[src/rtl/ray_dir_gen_pkg.sv]
// Shared definitions for the ray direction generator.
// 27-bit float layout: [26] sign, [25:18] exponent (bias 127), [17:0] fraction
// with hidden leading one. Zero is the all-zero word.
package ray_dir_gen_pkg;

    localparam int EXP_W   = 8;
    localparam int FRAC_W  = 18;
    localparam int FP_W    = 27;
    localparam int FP_BIAS = 127;

    localparam logic [FP_W-1:0] FP_ONE  = 27'h1FC0000;
    localparam logic [FP_W-1:0] FP_ZERO = '0;

    typedef enum logic [1:0] {
        ST_IDLE,
        ST_RUN,
        ST_DRAIN
    } state_e;

endpackage

[src/rtl/ray_dir_gen_int_to_fp.sv]
// int_to_fp: combinational signed-magnitude to 27-bit float encoder.
// Value encoded is (sign ? -1 : 1) * mag * 2^-SCALE_SHIFT, exact (no rounding).
// Ports:
//   sign  in  1      sign of the value
//   mag   in  MAG_W  unsigned magnitude
//   fp    out 27     encoded float; zero magnitude gives all-zero bits
module int_to_fp
    import ray_dir_gen_pkg::*;
#(
    parameter int MAG_W       = 12,
    parameter int SCALE_SHIFT = 9
) (
    input  logic             sign,
    input  logic [MAG_W-1:0] mag,
    output logic [FP_W-1:0]  fp
);

    int                msb;
    logic [EXP_W-1:0]  expo;
    logic [FRAC_W-1:0] frac;

    always_comb begin
        // Leading-one detect: last set bit seen while scanning upward wins.
        msb = 0;
        for (int i = 0; i < MAG_W; i++) begin
            if (mag[i]) msb = i;
        end
        expo = EXP_W'(FP_BIAS + msb - SCALE_SHIFT);
        // Shifting right by msb lands the leading one just above the fraction
        // field; truncation to FRAC_W then drops the hidden bit.
        frac = FRAC_W'({mag, {FRAC_W{1'b0}}} >> msb);
        fp   = (mag == '0) ? FP_ZERO : {sign, expo, frac};
    end

endmodule

[src/rtl/ray_dir_gen.sv]
// ray_dir_gen: frame-scan ray source. Walks every pixel of an H_RES x V_RES
// frame in raster order and emits an unnormalised camera-space direction
// (x, y, 1.0) as 27-bit floats plus the pixel tag on a valid/ready stream.
// Ports:
//   i_clk, i_reset          clock, asynchronous active-high reset
//   i_start                 begin a frame when idle (ignored otherwise)
//   i_ready                 downstream accepts the current beat
//   o_valid                 beat valid
//   o_dir_x/o_dir_y/o_dir_z direction components (z fixed at 1.0)
//   o_pix_x/o_pix_y         pixel coordinates of the beat
//   o_sof/o_eof             first / last pixel of the frame
//   o_busy                  frame in progress, including drain
module ray_dir_gen
    import ray_dir_gen_pkg::*;
#(
    parameter int H_RES       = 640,
    parameter int V_RES       = 480,
    parameter int COORD_W     = 11,
    parameter int SCALE_SHIFT = 9
) (
    input  logic               i_clk,
    input  logic               i_reset,
    input  logic               i_start,
    input  logic               i_ready,
    output logic               o_valid,
    output logic [FP_W-1:0]    o_dir_x,
    output logic [FP_W-1:0]    o_dir_y,
    output logic [FP_W-1:0]    o_dir_z,
    output logic [COORD_W-1:0] o_pix_x,
    output logic [COORD_W-1:0] o_pix_y,
    output logic               o_sof,
    output logic               o_eof,
    output logic               o_busy
);

    localparam int STAGES = 2;
    localparam int MAG_W  = COORD_W + 1;

    localparam logic signed [COORD_W:0] HALF_H = (COORD_W+1)'(H_RES / 2);
    localparam logic signed [COORD_W:0] HALF_V = (COORD_W+1)'(V_RES / 2);

    typedef struct packed {
        logic               sx;
        logic [MAG_W-1:0]   mx;
        logic               sy;
        logic [MAG_W-1:0]   my;
        logic [COORD_W-1:0] px;
        logic [COORD_W-1:0] py;
        logic               sof;
        logic               eof;
    } s1_t;

    state_e               state;
    logic [COORD_W-1:0]   cnt_x, cnt_y;
    logic [STAGES:1]      vld_q;
    logic [STAGES:0]      vld_pipe;
    logic                 advance, issue, last_pix;
    logic signed [COORD_W:0] dx, dy;
    s1_t                  s1_d, s1_q;
    logic [FP_W-1:0]      fp_x, fp_y;

    // The whole pipe moves together; only a held output beat stalls it.
    assign advance  = !(vld_q[STAGES] && !i_ready);
    assign issue    = (state == ST_RUN) && advance;
    assign vld_pipe = {vld_q, issue};
    assign last_pix = (cnt_x == COORD_W'(H_RES - 1)) && (cnt_y == COORD_W'(V_RES - 1));

    assign o_valid = vld_q[STAGES];
    assign o_dir_z = FP_ONE;
    assign o_busy  = (state != ST_IDLE);

    // S1 input: centred offsets, y flipped so up is positive.
    always_comb begin
        dx       = $signed({1'b0, cnt_x}) - HALF_H;
        dy       = HALF_V - $signed({1'b0, cnt_y});
        s1_d     = '0;
        s1_d.sx  = dx[COORD_W];
        s1_d.mx  = dx[COORD_W] ? $unsigned(-dx) : $unsigned(dx);
        s1_d.sy  = dy[COORD_W];
        s1_d.my  = dy[COORD_W] ? $unsigned(-dy) : $unsigned(dy);
        s1_d.px  = cnt_x;
        s1_d.py  = cnt_y;
        s1_d.sof = (cnt_x == '0) && (cnt_y == '0);
        s1_d.eof = last_pix;
    end

    // Frame FSM and raster counters.
    always_ff @(posedge i_clk or posedge i_reset) begin
        if (i_reset) begin
            state <= ST_IDLE;
            cnt_x <= '0;
            cnt_y <= '0;
        end else begin
            case (state)
                ST_IDLE: begin
                    if (i_start) begin
                        state <= ST_RUN;
                        cnt_x <= '0;
                        cnt_y <= '0;
                    end
                end
                ST_RUN: begin
                    if (issue) begin
                        if (last_pix) state <= ST_DRAIN;
                        if (cnt_x == COORD_W'(H_RES - 1)) begin
                            cnt_x <= '0;
                            cnt_y <= (cnt_y == COORD_W'(V_RES - 1)) ? '0 : cnt_y + 1'b1;
                        end else begin
                            cnt_x <= cnt_x + 1'b1;
                        end
                    end
                end
                ST_DRAIN: begin
                    if (o_valid && i_ready && o_eof) state <= ST_IDLE;
                end
                default: state <= ST_IDLE;
            endcase
        end
    end

    int_to_fp #(.MAG_W(MAG_W), .SCALE_SHIFT(SCALE_SHIFT)) u_fp_x (
        .sign (s1_q.sx),
        .mag  (s1_q.mx),
        .fp   (fp_x)
    );

    int_to_fp #(.MAG_W(MAG_W), .SCALE_SHIFT(SCALE_SHIFT)) u_fp_y (
        .sign (s1_q.sy),
        .mag  (s1_q.my),
        .fp   (fp_y)
    );

    // S1 register and S2 output register. Payload loads freely when the pipe
    // advances; vld_q alone says whether a stage holds a real pixel.
    always_ff @(posedge i_clk or posedge i_reset) begin
        if (i_reset) begin
            vld_q   <= '0;
            s1_q    <= '0;
            o_dir_x <= '0;
            o_dir_y <= '0;
            o_pix_x <= '0;
            o_pix_y <= '0;
            o_sof   <= 1'b0;
            o_eof   <= 1'b0;
        end else if (advance) begin
            vld_q   <= vld_pipe[STAGES-1:0];
            s1_q    <= s1_d;
            o_dir_x <= fp_x;
            o_dir_y <= fp_y;
            o_pix_x <= s1_q.px;
            o_pix_y <= s1_q.py;
            o_sof   <= s1_q.sof;
            o_eof   <= s1_q.eof;
        end
    end

endmodule

[config.mk]
export PLATFORM = sky130hd
export DESIGN_NAME = ray_dir_gen
export DESIGN_NICKNAME = d
export VERILOG_FILES = /design/src/rtl/ray_dir_gen_pkg.sv /design/src/rtl/ray_dir_gen_int_to_fp.sv /design/src/rtl/ray_dir_gen.sv
export SDC_FILE = /design/constraint.sdc
export NUM_CORES = 1
export LEC_CHECK = 0
export BUFFER_PORTS_ARGS = -buffer_cell sky130_fd_sc_hd__buf_2
export CAP_MARGIN = 10
export CORE_MARGIN = 2
export CORE_UTILIZATION = 55
export DETAILED_ROUTE_END_ITERATION = 7
export HOLD_SLACK_MARGIN = 0.02
export PLACE_DENSITY = 0.79
export SKIP_LAST_GASP = 1
export SLEW_MARGIN = 20
export SYNTH_ARGS = -nofsm -noshare
export SYNTH_HDL_FRONTEND = slang
export SYNTH_SLANG_ARGS = --single-unit
[constraint.sdc]
create_clock -name i_clk -period 5.9 [get_ports i_clk]
set_clock_uncertainty 0.05 [all_clocks]
set_input_delay 0.295 -clock i_clk [delete_from_list [all_inputs] [get_ports i_clk]]
set_output_delay 0.295 -clock i_clk [all_outputs]
set_load 0.01 [all_outputs]
# Word level (Yosys, flattened, before mapping)
# Index checks and enable logic that the tools add are counted.
[word_totals]
ff_bits = 154
inputBits = 4
out_inout_bits = 107
wordCells = 96
[classes]
addsub = 10
n_eq_ne = 9
n_shift = 2
muxes = 39
n_reduce_logical = 18
[op_table]
columns = ["op", "n"]
rows = [
  ["11-bit 2-to-1 mux", 6],
  ["30-bit by 4-bit right shift with 18-bit output", 2],
  ["27-bit 2-to-1 mux", 2],
  ["11-bit case mux with 2 select lines", 2],
  ["4-bit 2-to-1 mux", 8],
  ["12-bit zero test", 2],
  ["12-bit 2-to-1 mux", 2],
  ["3-bit 2-to-1 mux", 8],
  ["12-bit negator", 2],
  ["11-bit by 1-bit adder with 11-bit output, second input constant", 2],
  ["11-bit zero test", 2],
  ["7-bit by 4-bit adder with 8-bit output, first input constant", 2],
  ["2-bit 2-to-1 mux", 8],
  ["8-bit by 5-bit subtractor with 8-bit output, second input constant", 2],
  ["11-bit by 9-bit subtractor with 12-bit output, second input constant", 1],
  ["8-bit by 11-bit subtractor with 12-bit output, first input constant", 1],
  ["11-bit by 10-bit == test with 1-bit output, second input constant", 1],
  ["11-bit by 9-bit == test with 1-bit output, second input constant", 1],
  ["2-bit != test, second input constant", 4],
  ["4-bit AND reduction", 2],
  ["1-bit logical AND", 6],
  ["2-bit case mux with 3 select lines", 1],
  ["2-bit nonzero test", 2],
  ["3-bit AND reduction", 1],
  ["other kinds (6)", 8],
]

# Logic depth before layout (Yosys ltp)
# Gate-level depths: netlist of run 1.
[depth]
word_depth = 14
mapped_depth = 9
mapped_depth_nobuf = 8

# Modules after synthesis
# Synthesis of run 1 repeated with hierarchy kept, for this count alone.
[unflattened]
hier_cells = 1055
hier_area_um2 = 8742.1
[by_module_without_submodules]
columns = ["mod", "instances", "cells_each", "area_per_inst_um2"]
rows = [
  ["ray_dir_gen", 1, 823, 7150.6],
  ["int_to_fp", 2, 116, 795.8],
]

# Least setup slack after synthesis of run 1
# Ideal clock, no wire load.
[synth_timing]
path_kind = "register -> register"
from = "register cnt_y[0]"
to = "register s1_q[34] (netlist name)"
setup_time_ps = 137
arrival_time_ps = 2210
t_required_ps = 5713
slack_ps = 3503
stages_incl_launch_ff = 10
n_path_buf = 1
period_less_slack_ps = 2397
cell_sequence = "dfrtp_1 > buf_2 > inv_1 > ha_1 > nor3b_4 > or3_1 > and2_1 > o41ai_2 > xnor2_1 > a21oi_1"
[synth_between]
elab_chain_len = 3
[synth_lines]
columns = ["element", "line", "source"]
rows = [
  ["from (decl)", "ray_dir_gen.sv:54", "logic [COORD_W-1:0] cnt_x, cnt_y;"],
  ["from (signal assigned)", "ray_dir_gen.sv:107", "cnt_y <= (cnt_y == COORD_W'(V_RES - 1)) ? '0 : cnt_y + 1'b1;"],
  ["8-bit by 11-bit subtractor with 12-bit output *", "ray_dir_gen.sv:75", "dy = HALF_V - $signed({1'b0, cnt_y});"],
  ["12-bit negator", "ray_dir_gen.sv:80", "s1_d.my = dy[COORD_W] ? $unsigned(-dy) : $unsigned(dy);"],
  ["12-bit 2-to-1 mux *", "ray_dir_gen.sv:80", ""],
  ["to (signal assigned)", "ray_dir_gen.sv:138", "s1_q <= '0;"],
  ["to (signal assigned)", "ray_dir_gen.sv:147", "s1_q <= s1_d;"],
  ["to (decl)", "ray_dir_gen.sv:59", "s1_t s1_d, s1_q;"],
]
# Mark *: on every way between the ends. The rest lies on a longest branch, timed or not.
# A chain may end at the register's enable or synchronous reset.

# Worst setup path in the final report of run 1
[layout_timing]
from = "register s1_q[42] (netlist name)"
to = "register o_dir_x[21]"
[layout_between]
elab_chain_len = 10
elab_cells_between_ends = 11
[layout_lines]
columns = ["element", "line", "source"]
rows = [
  ["3-bit 2-to-1 mux (3 in series)", "ray_dir_gen_int_to_fp.sv:26", "if (mag[i]) msb = i;"],
  ["4-bit 2-to-1 mux (4 in series)", "ray_dir_gen_int_to_fp.sv:26", ""],
  ["7-bit by 4-bit adder with 8-bit output", "ray_dir_gen_int_to_fp.sv:28", "expo = EXP_W'(FP_BIAS + msb - SCALE_SHIFT);"],
  ["8-bit by 5-bit subtractor with 8-bit output", "ray_dir_gen_int_to_fp.sv:28", ""],
  ["27-bit 2-to-1 mux *", "ray_dir_gen_int_to_fp.sv:32", "fp = (mag == '0) ? FP_ZERO : {sign, expo, frac};"],
  ["to (signal assigned)", "ray_dir_gen.sv:148", "o_dir_x <= fp_x;"],
  ["to (decl)", "ray_dir_gen.sv:26", "output logic [FP_W-1:0] o_dir_x,"],
]
# Marks and branches as above.

==> results of run 1 <==
kinds of logic after synthesis:
logic type / after synthesis / share of synthesized area (%)
and+or+nand+nor: 372 / 21.7
AOI/OAI and AO/OA: 217 / 18.8
DFF: 144 / 45.2
buffers and inverters: 128 / 8.17
xor gates and xnor gates: 26 / 2.86
adders and majority gates: 14 / 2.20
muxes: 7 / 0.989
other: 2 / 0.0943
worst max-delay path: stages, from the launching register on:
cell and delay (ns):
dfrtp_1 0.44, inv_2 0.13, a311oi_1 0.12, o31ai_2 0.78, inv_1 0.30, ha_1 0.27
inv_1 0.05, ha_1 0.22, a22o_1 0.19
flip-flops by register name, indices dropped and copies added, names as in the netlist:
name / count
cnt_x: 11
cnt_y: 11
o_dir_x: 23
o_dir_y: 23
o_eof: 1
o_pix_x: 11
o_pix_y: 11
o_sof: 1
s1_q: 48
state: 2
vld_q: 2
through the flow:
| step | worst slack (ns) | power [uW] | instance area [sq um] | cells |
|---|---|---|---|---|
| floorplan | 1.69 | 2140 | 8080 | 941 |
| global placement | 3.35 | 2390 | 8210 | 1106 |
| CTS | 3.27 | 3700 | 8930 | 1139 |
| finish | 3.22 | 3700 | 8930 | 1139 |
| global route | 3.06 | 3900 | 8930 | 1139 |
| detailed placement | 3.29 | 2420 | 8210 | 1106 |
how the worst min path moves through the flow:
stage / from / end / slack, ns / cells past startpoint
after floorplan: vld_q[1]$_DFFE_PP0N_ / vld_q[2]$_DFFE_PP0N_ / 0.38 / 1
after global placement: i_reset / o_dir_x[10]$_DFFE_PP0N_ / 0.37 / 2
after detailed placement: i_reset / o_dir_x[9]$_DFFE_PP0N_ / 0.38 / 2
after CTS: i_start / state[0]$_DFFE_PP0P_ / 0.24 / 3
after global routing: i_start / state[0]$_DFFE_PP0P_ / 0.26 / 3
final: i_start / state[0]$_DFFE_PP0P_ / 0.24 / 3
cell usage after synthesis (4+ instances only):
cell	number
buf_4	38
o22ai_1	5
nor4_1	5
nand2b_1	7
xnor2_1	18
o31ai_1	10
buf_2	15
ha_1	14
inv_1	29
nor3_1	12
xor2_1	8
or3_1	7
a31oi_1	7
or2_1	4
dfrtp_1	144
a21oi_1	45
nor3b_1	4
nand4_1	9
buf_1	9
o21ai_0	64
nand3_1	23
a22o_1	13
and2_1	11
o211ai_1	16
a32o_1	4
o21a_1	4
o41ai_1	4
nor2_1	69
nand2_1	192
clkbuf_1	32
nor2b_1	6
power by group through the flow:
| stage | Sequential [uW] | Clock (uW) | Combinational (uW) |
|---|---|---|---|
| 6_report | 1410 | 1280 | 1010 |
| 5_1_grt | 1450 | 1330 | 1120 |
| 4_1_cts | 1410 | 1290 | 1010 |
| 3_5_place_dp | 1420 | 0 | 996 |
| 3_3_place_gp | 1410 | 0 | 982 |
| 2_1_floorplan | 1390 | 0 | 749 |
layer usage:
metal | wire, um | GRT usage (%) | share of wire [%]
met1 | 8230 | 33.4 | 46
met2 | 8200 | 35.6 | 46
met3 | 1080 | 5.33 | 6.1
met4 | 336 | 7.14 | 1.9
met5 | 0 | 0 | 0
cells in the final DEF (no fill, tap or decap), types with 4 or more instances in the layout:
cell and count:
buf_2 77, inv_1 28, a22o_1 13, nor3b_1 4, and2_1 11, a31oi_1 7, xor2_1 8, o21ai_0 64
nand4_1 9, a21oi_1 45, o22ai_1 5, nand3_1 23, or2_1 4, clkbuf_16 17, o31ai_1 10, ha_1 14
or3_1 7, o41ai_1 4, dfrtp_1 144, conb_1 33, nor3_1 12, o21a_1 4, nor2b_1 5, nand2b_1 6
buf_4 4, nand2_1 192, o211ai_1 16, xnor2_1 18, bufinv_16 7, nor2_1 69, a32o_1 4, nor4_1 5
what timing repair did:
action                    4_1_cts  5_1_grt
hold buffers                    1        0
setup buffers                   0        0
hold endpoints to repair       67        0
area by class of cell:
cell class	instances	area share, %
multi-input combinational	669	43.0
sequential	144	40.4
clock buffer	19	5.07
timing repair buffer	82	4.77
clock inverter	13	2.87
tap	180	2.52
inverter	32	1.40
==> results.yml, run 1 <==
global_routing:
  grtUsageTotal_pct: 23.4
  overflow: 0
  grt_pass1_wl_mm: 30.1
  antenna_found_initial: 0
  grt_max_degree: 94
  grt_pass1_vias: 6001
sta:
  finalHoldWorstSlack_ns: 0.242
  tns_ns: 0
  slew_headroom_pct: 35.7
  finalHoldViolations: 0
  max_freq_ghz: 0.374
  slew_viol_final: 0
  tightest_slew_ns: 0.959
  post-route-min-period_ns: 2.68
  grt_setup_unrepaired: "no"
  finalCritPeriodShare_pct: 45.3
  setup_viol: 0
synth:
  synth-main-ff-cell: "dfrtp_1"
  postSynthAreaPerCell_sq_um: 8.75
  netlist_instances: 910
  ys_warn_count: 0
  async_flop_share_pct: 100
  synth-seq-cells: 144
  synth.cell_area_sq_um: 7970
  yosysSeqAreaShare_pct: 45.2
  synth_area_leader_cell: "dfrtp_1"
  synth-edff-count: 0
  synth.distinct_cells: 87
  synth_top_area_share_pct: 45.2
  yosys-top-cells-area: "dfrtp_1 (45%), nand2_1 (9.0%), o21ai_0 (4.0%)"
cells_and_area:
  antennaDiodeCount: 0
  syn2layout_area_growth_pct: 12.1
  multi_input_area_sq_um: 3840
  drive_gt1_share_pct: 15.3
  fin_nets: 964
  seqCellArea_sq_um: 3600
  finalCoreUtilization_pct: 63.8
  fillers: 1201
critical_path:
  r2r-end: "o_dir_x[21]$_DFFE_PP0N_"
  cp.arrival_ns: 2.93
  worst-path-max-fanout: 15
  crit_path_start: "s1_q[42]$_DFFE_PP0N_"
  endpoint_kind: "register"
  r2r_slack_ns: 3.22
  timing.rr.start: "s1_q[42]$_DFFE_PP0N_"
  reg2reg_depth: 8
  cp.required_ns: 6.16
  critPathLaunchType: "register"
  endpoint: "o_dir_x[21]$_DFFE_PP0N_"
  worstSetupPathType: "register to register"
pwr:
  power_frac_seq_pct: 38.2
  p_switching_uw: 1230
  leakage_uw: 0.00422
  pwr-share-comb_pct: 27.2
  clkPwrFrac_pct: 34.6
  power_density_nw_per_um2: 414
  peakVddDrop_uv: 217
  p_int_uw: 2470
  sw_frac_of_total_pct: 33.2
die:
  io_pins: 111
  start_util_pct: 56.9
  placementRows: 43
  core_sq_um: 14000
  die-area_sq_um: 15500
  die_w_um: 124
  die_h_um: 124
place:
  hpwl_mm: 11.9
  gp_congestion: 0.917
  numPortBuffers: 77
job:
  drv_cap: 0
min_path:
  holdCritPathClass: "input pin to register"
cts:
  clock-sinks: 144
  cts.clk_slew.worst_paths_ns: 0.06
  clock_path_buffers: 2
  cts_tree: "yes"
  cts-resized-gates: 0
  cts_made_buffers: 17
  clk_latency_ns: 0.42
  cts-root-buf: "clkbuf_16"
  htreeDepth: 4
route:
  drc: 0
  first_pass_iters: 5
  final_antenna_net_count: 0
  wire_per_inst_um: 15.7
  vias_per_cell: 5.77
  via_count: 6570
  drt_iter0_drc: 623
  drt_wl_total_mm: 17.8
status:
  status: "completed"
No activity file was read; power rests on OpenSTA's default activity.
==> run 2: changes to the inputs <==
Settings changed: ABC_AREA from default to 1, CORE_UTILIZATION 55 to 52, PLACE_DENSITY 0.79 to 0.78.
Clock period 5.9 ns to 2.4 ns, I/O delays scaled along.
==> results.yml, run 2 <==
pwr:
  power.total_uw: 9760
  power_density_nw_per_um2: 1100
  leakage_uw: 0.00454
  peakVddDrop_uv: 692
die:
  die_w_um: 126
  die_h_um: 126
  placementRows: 44
  io_pins: 111
  core_sq_um: 14500
  die-area_sq_um: 15800
  start_util_pct: 53.1
synth:
  synth-main-ff-cell: "dfrtp_1"
  synth-edff-count: 0
  postSynthAreaPerCell_sq_um: 7.94
  synthTopCellsByCount: "nand2_1 (270), dfrtp_1 (144), nand3_1 (104)"
  synth-seq-cells: 144
  yosys-top-cells-area: "dfrtp_1 (47%), nand2_1 (13%), nand3_1 (6.8%)"
  yosysSeqAreaShare_pct: 46.9
  synth.distinct_cells: 50
  synth_top_area_share_pct: 46.9
  synth.cell_area_sq_um: 7690
  async_flop_share_pct: 100
  yosysMostFrequentCell: "nand2_1"
  synth_area_leader_cell: "dfrtp_1"
  netlist_instances: 969
  ys_warn_count: 0
route:
  drt_iter0_drc: 579
  vias_per_cell: 5.26
  wire_per_inst_um: 14.0
  drt_wl_total_mm: 17.4
  via_count: 6566
  drc: 0
  final_antenna_net_count: 0
  first_pass_iters: 5
cts:
  clock-sinks: 144
  htreeDepth: 4
  clock_path_buffers: 2
  cts.clk_slew.worst_paths_ns: 0.06
  cts_made_buffers: 17
  cts-root-buf: "clkbuf_16"
  cts_tree: "yes"
  clk_latency_ns: 0.44
min_path:
  holdCritPathClass: "input pin to register"
  hold_depth: 4
sta:
  post-route-min-period_ns: 2.22
  finalHoldViolations: 0
  slew_headroom_pct: 60.8
  grt_setup_unrepaired: "no"
  slew_viol_final: 0
  tightest_slew_ns: 0.588
  fin_ws_ns: 0.181
  max_freq_ghz: 0.451
  setup_viol: 0
  tns_ns: 0
  finalCritPeriodShare_pct: 92.5
global_routing:
  grt_pass1_vias: 5993
  grtUsageTotal_pct: 22.7
  grt_max_degree: 76
  grt_pass1_wl_mm: 29.2
  overflow: 0
  antenna_found_initial: 0
status:
  status: "completed"
cells_and_area:
  drive_gt1_share_pct: 16.7
  top_register: "s1_q"
  antennaDiodeCount: 0
  largest_reg_flops: 48
  mostFrequentLayoutCell: "nand2_1"
  fin_nets: 1070
  top_regs: "s1_q (48), o_dir_x (23), o_dir_y (23)"
  mostFrequentLayoutCells: "nand2_1 (270), dfrtp_1 (144), nand3_1 (104)"
  syn2layout_area_growth_pct: 15.3
critical_path:
  worstSetupPathType: "register to register"
  reg2reg_depth: 11
  endpoint_kind: "register"
  worst-path-max-fanout: 11
  cp.required_ns: 2.67
  critPathLaunchType: "register"
  cp.arrival_ns: 2.49
job:
  drv_cap: 0
place:
  hpwl_mm: 12.0
  numPortBuffers: 77
  place_ws_ns: 0.249
  gp_congestion: 0.900
==> run 2: changes by cell type after synthesis, sizes merged, moves of 16 or more <==
cell   previous run  this run
nand3            23       110
buf              63        44
a21oi            46        19
o21ai            66        82
nand2           192       283
inv              32       104
==> run 2: worst max-delay path, cell delays in order (launching register included) <==
cell     delay, ns
dfrtp_1       0.42
inv_1         0.19
ha_1          0.22
nand3_1       0.08
nor3_1        0.26
nor2_2        0.12
nor2_8        0.23
inv_4         0.09
nor2_2        0.13
nand3_1       0.11
o22ai_1       0.15
a21oi_1       0.06
==> run 2: final timing paths <==
| path | start | endpoint | slack [ns] |
|---|---|---|---|
| max | cnt_x[7]$_DFFE_PP0P_ | cnt_y[10]$_DFFE_PP0P_ | 0.18 |
| min | i_ready | state[1]$_DFFE_PP0P_ | 0.05 |
| max reg2reg | cnt_x[7]$_DFFE_PP0P_ | cnt_y[10]$_DFFE_PP0P_ | 0.18 |
| min reg2reg | s1_q[12]$_DFFE_PP0N_ | o_pix_y[10]$_DFFE_PP0N_ | 0.42 |
| max in group asynchronous | i_reset | s1_q[5]$_DFFE_PP0N_ | 1.36 |
| min in group asynchronous | i_reset | o_dir_y[4]$_DFFE_PP0N_ | 0.16 |
==> run 2: report_power, final <==
group | leakage [uW] | total [uW] | switching [uW] | internal, uW
clock network | 0.000307 | 2960 | 1060 | 1900
registers | 0.00189 | 3250 | 337 | 2910
logic | 0.00234 | 3550 | 2350 | 1200
==> run 2: final cells by class <==
| class | count | area (sq um) |
|---|---|---|
| Sequential cell | 144 | 3600 |
| Inverter | 106 | 404 |
| Clock inverter | 13 | 210 |
| Timing Repair Buffer | 97 | 551 |
| Tap cell | 184 | 230 |
| Multi-Input combinational cell | 686 | 3410 |
| Fill cell | 1289 | 5610 |
| Clock buffer | 19 | 453 |
==> run 2: layer usage <==
layer,track usage (%),part of all wire (%),vias to the layer above
met3,4.92,5.4,40
met2,35.3,46,207
met5,0,0,-
met4,8.04,2.0,0
met1,31.7,47,3068
li1,-,-,3251
==> run 2: metrics by stage <==
step	utilization, %	area, sq um	cells	hold slack, ns
floorplan	-	7810	1000	0.302
global placement	56.3	8160	1211	0.0549
detailed placement	56.3	8160	1211	0.0644
global route	61.2	8870	1249	0.0871
CTS	61.0	8830	1244	0.0454
finish	61.2	8870	1249	0.0470
==> run 2: logic make-up (layout without fill, tap and decap cells) <==
family	Yosys count	after routing	share of synthesized area, %
buf+inv	170	235	10.3
simple gates	492	492	28.7
compound gates	127	127	9.49
other cells	2	33	0.0977
fa+ha+maj	14	14	2.28
flops	144	144	46.9
xor+xnor	20	20	2.28
==> run 2: what timing repair did <==
action	4_1_cts	5_1_grt
hold buffers	1	0
hold endpoints to repair	69	0
resized for setup	0	0
setup endpoints to repair	0	1
buffers inserted	0	5
==> run 3: changes to the inputs <==
Settings changed: CORE_UTILIZATION 52 to 55, PLACE_DENSITY 0.78 to 0.79.
Clock period 2.4 ns to 2.45 ns, I/O delays scaled along.
==> results.yml, run 3 (synthesis results as in run 2) <==
status:
  status: "completed"
cts:
  cts_made_buffers: 17
  clock_path_buffers: 2
  cts_tree: "yes"
  cts_hold_buf: 1
  htreeDepth: 4
  post_cts_buffers: 0
  cts.clk_slew.worst_paths_ns: 0.06
  cts-resized-gates: 0
  clk_latency_ns: 0.42
  cts-root-buf: "clkbuf_16"
  clock-sinks: 144
route:
  final_antenna_net_count: 0
  via_count: 6394
  drt_wl_total_mm: 16.4
  drc: 0
  first_pass_iters: 5
  vias_per_cell: 5.16
  wire_per_inst_um: 13.3
  drt_iter0_drc: 528
critical_path:
  crit_path_start: "cnt_x[7]$_DFFE_PP0P_"
  worstSetupPathType: "register to register"
  cp.arrival_ns: 2.47
  endpoint_kind: "register"
  worst-path-max-fanout: 17
  timing.rr.start: "cnt_x[7]$_DFFE_PP0P_"
  cp.required_ns: 2.71
  r2r-end: "cnt_y[10]$_DFFE_PP0P_"
  critPathLaunchType: "register"
  r2r_slack_ns: 0.23
  endpoint: "cnt_y[10]$_DFFE_PP0P_"
  reg2reg_depth: 11
sta:
  finalHoldViolations: 0
  max_freq_ghz: 0.451
  tns_ns: 0
  grt_setup_unrepaired: "no"
  setup_viol: 0
  slew_viol_final: 0
  finalHoldWorstSlack_ns: 0.0575
  post-route-min-period_ns: 2.22
  finalCritPeriodShare_pct: 90.4
global_routing:
  grt_pass1_wl_mm: 27.6
  overflow: 0
  grtUsageTotal_pct: 23.2
  antenna_found_initial: 0
  grt_max_degree: 92
  grt_pass1_vias: 5875
cells_and_area:
  finalCoreUtilization_pct: 63.6
  drive_gt1_share_pct: 16.1
  fin_nets: 1063
  mostFrequentLayoutCell: "nand2_1"
  mostFrequentLayoutCells: "nand2_1 (270), dfrtp_1 (144), nand3_1 (104)"
  layoutNonFillerInstCount: 1238
  largest_reg_flops: 48
  final_area_sq_um: 8760
  top_register: "s1_q"
  antennaDiodeCount: 0
  fillers: 1200
  syn2layout_area_growth_pct: 13.9
  top_regs: "s1_q (48), o_dir_x (23), o_dir_y (23)"
die:
  core_sq_um: 13800
  die_w_um: 122
  die_h_um: 122
  die-area_sq_um: 14900
  io_pins: 111
  start_util_pct: 55.8
  placementRows: 43
place:
  gp_congestion: 0.919
  place_area_sq_um: 8160
  hpwl_mm: 11.6
  numPortBuffers: 77
  dp.cells: 1205
pwr:
  peakVddDrop_uv: 529
  power_density_nw_per_um2: 1040
  leakage_uw: 0.00448
min_path:
  holdCritPathClass: "input pin to register"
job:
  drv_cap: 0
## run 3: cell types whose count changed in the layout (fill, tap and decap cells not counted), sizes merged
| cell | delta |
|---|---|
| buf | -7 |
| bufinv | -3 |
| clkbuf | +1 |
| inv | +2 |
## run 3: power breakdown
group          internal (uW)  switching [uW]  total, uW
Combinational           1130            2260       3380
Sequential              2860             323       3180
Clock                   1550            1020       2570
Total                   5540            3600       9140
## run 3: through the flow
step | total power, uW | setup slack, ns
2_1_floorplan | 5700 | 0.472
3_3_place_gp | 6510 | 0.416
3_5_place_dp | 6570 | 0.264
4_1_cts | 9190 | 0.244
5_1_grt | 9810 | 0.0190
6_report | 9140 | 0.234
## run 3: worst max-delay path: stages (launching register included)
cell and delay, ns:
dfrtp_1 0.42, inv_1 0.21, ha_1 0.22, nand3_1 0.09
nor3_1 0.23, nor2_2 0.10, nor2_8 0.25, inv_4 0.10
nor2_2 0.13, nand3_1 0.11, o22ai_1 0.14, a21oi_1 0.05
## run 3: cell type report
cell class	count	area, sq um	share of cell area (%)
clock buffers	20	457	5.21
inverters	106	404	4.61
flip-flops and latches	144	3600	41.1
clock inverters	12	134	1.53
repair buffers	90	523	5.97
multi-input cells	686	3410	39.0
well taps	180	225	2.57
## run 3: per-layer routing
| metal | track usage, % | vias up | wire [um] |
|---|---|---|---|
| met5 | 0 | - | 0 |
| met4 | 7.83 | 0 | 274 |
| met3 | 5.72 | 26 | 765 |
| met2 | 35.8 | 172 | 7440 |
| met1 | 32.3 | 2954 | 7930 |
| li1 | - | 3242 | - |
## run 3: how the worst min path moves through the flow
| stage | start | depth (start not counted) | slack (ns) | endpoint |
|---|---|---|---|---|
| floorplan | i_ready | 3 | 0.30 | state[1]$_DFFE_PP0P_ |
| global placement | i_reset | 3 | 0.20 | o_pix_x[6]$_DFFE_PP0N_ |
| detailed placement | i_reset | 3 | 0.21 | o_pix_x[8]$_DFFE_PP0N_ |
| CTS | i_ready | 4 | 0.05 | state[1]$_DFFE_PP0P_ |
| global route | i_ready | 4 | 0.06 | state[1]$_DFFE_PP0P_ |
| finish | i_ready | 4 | 0.06 | state[1]$_DFFE_PP0P_ |
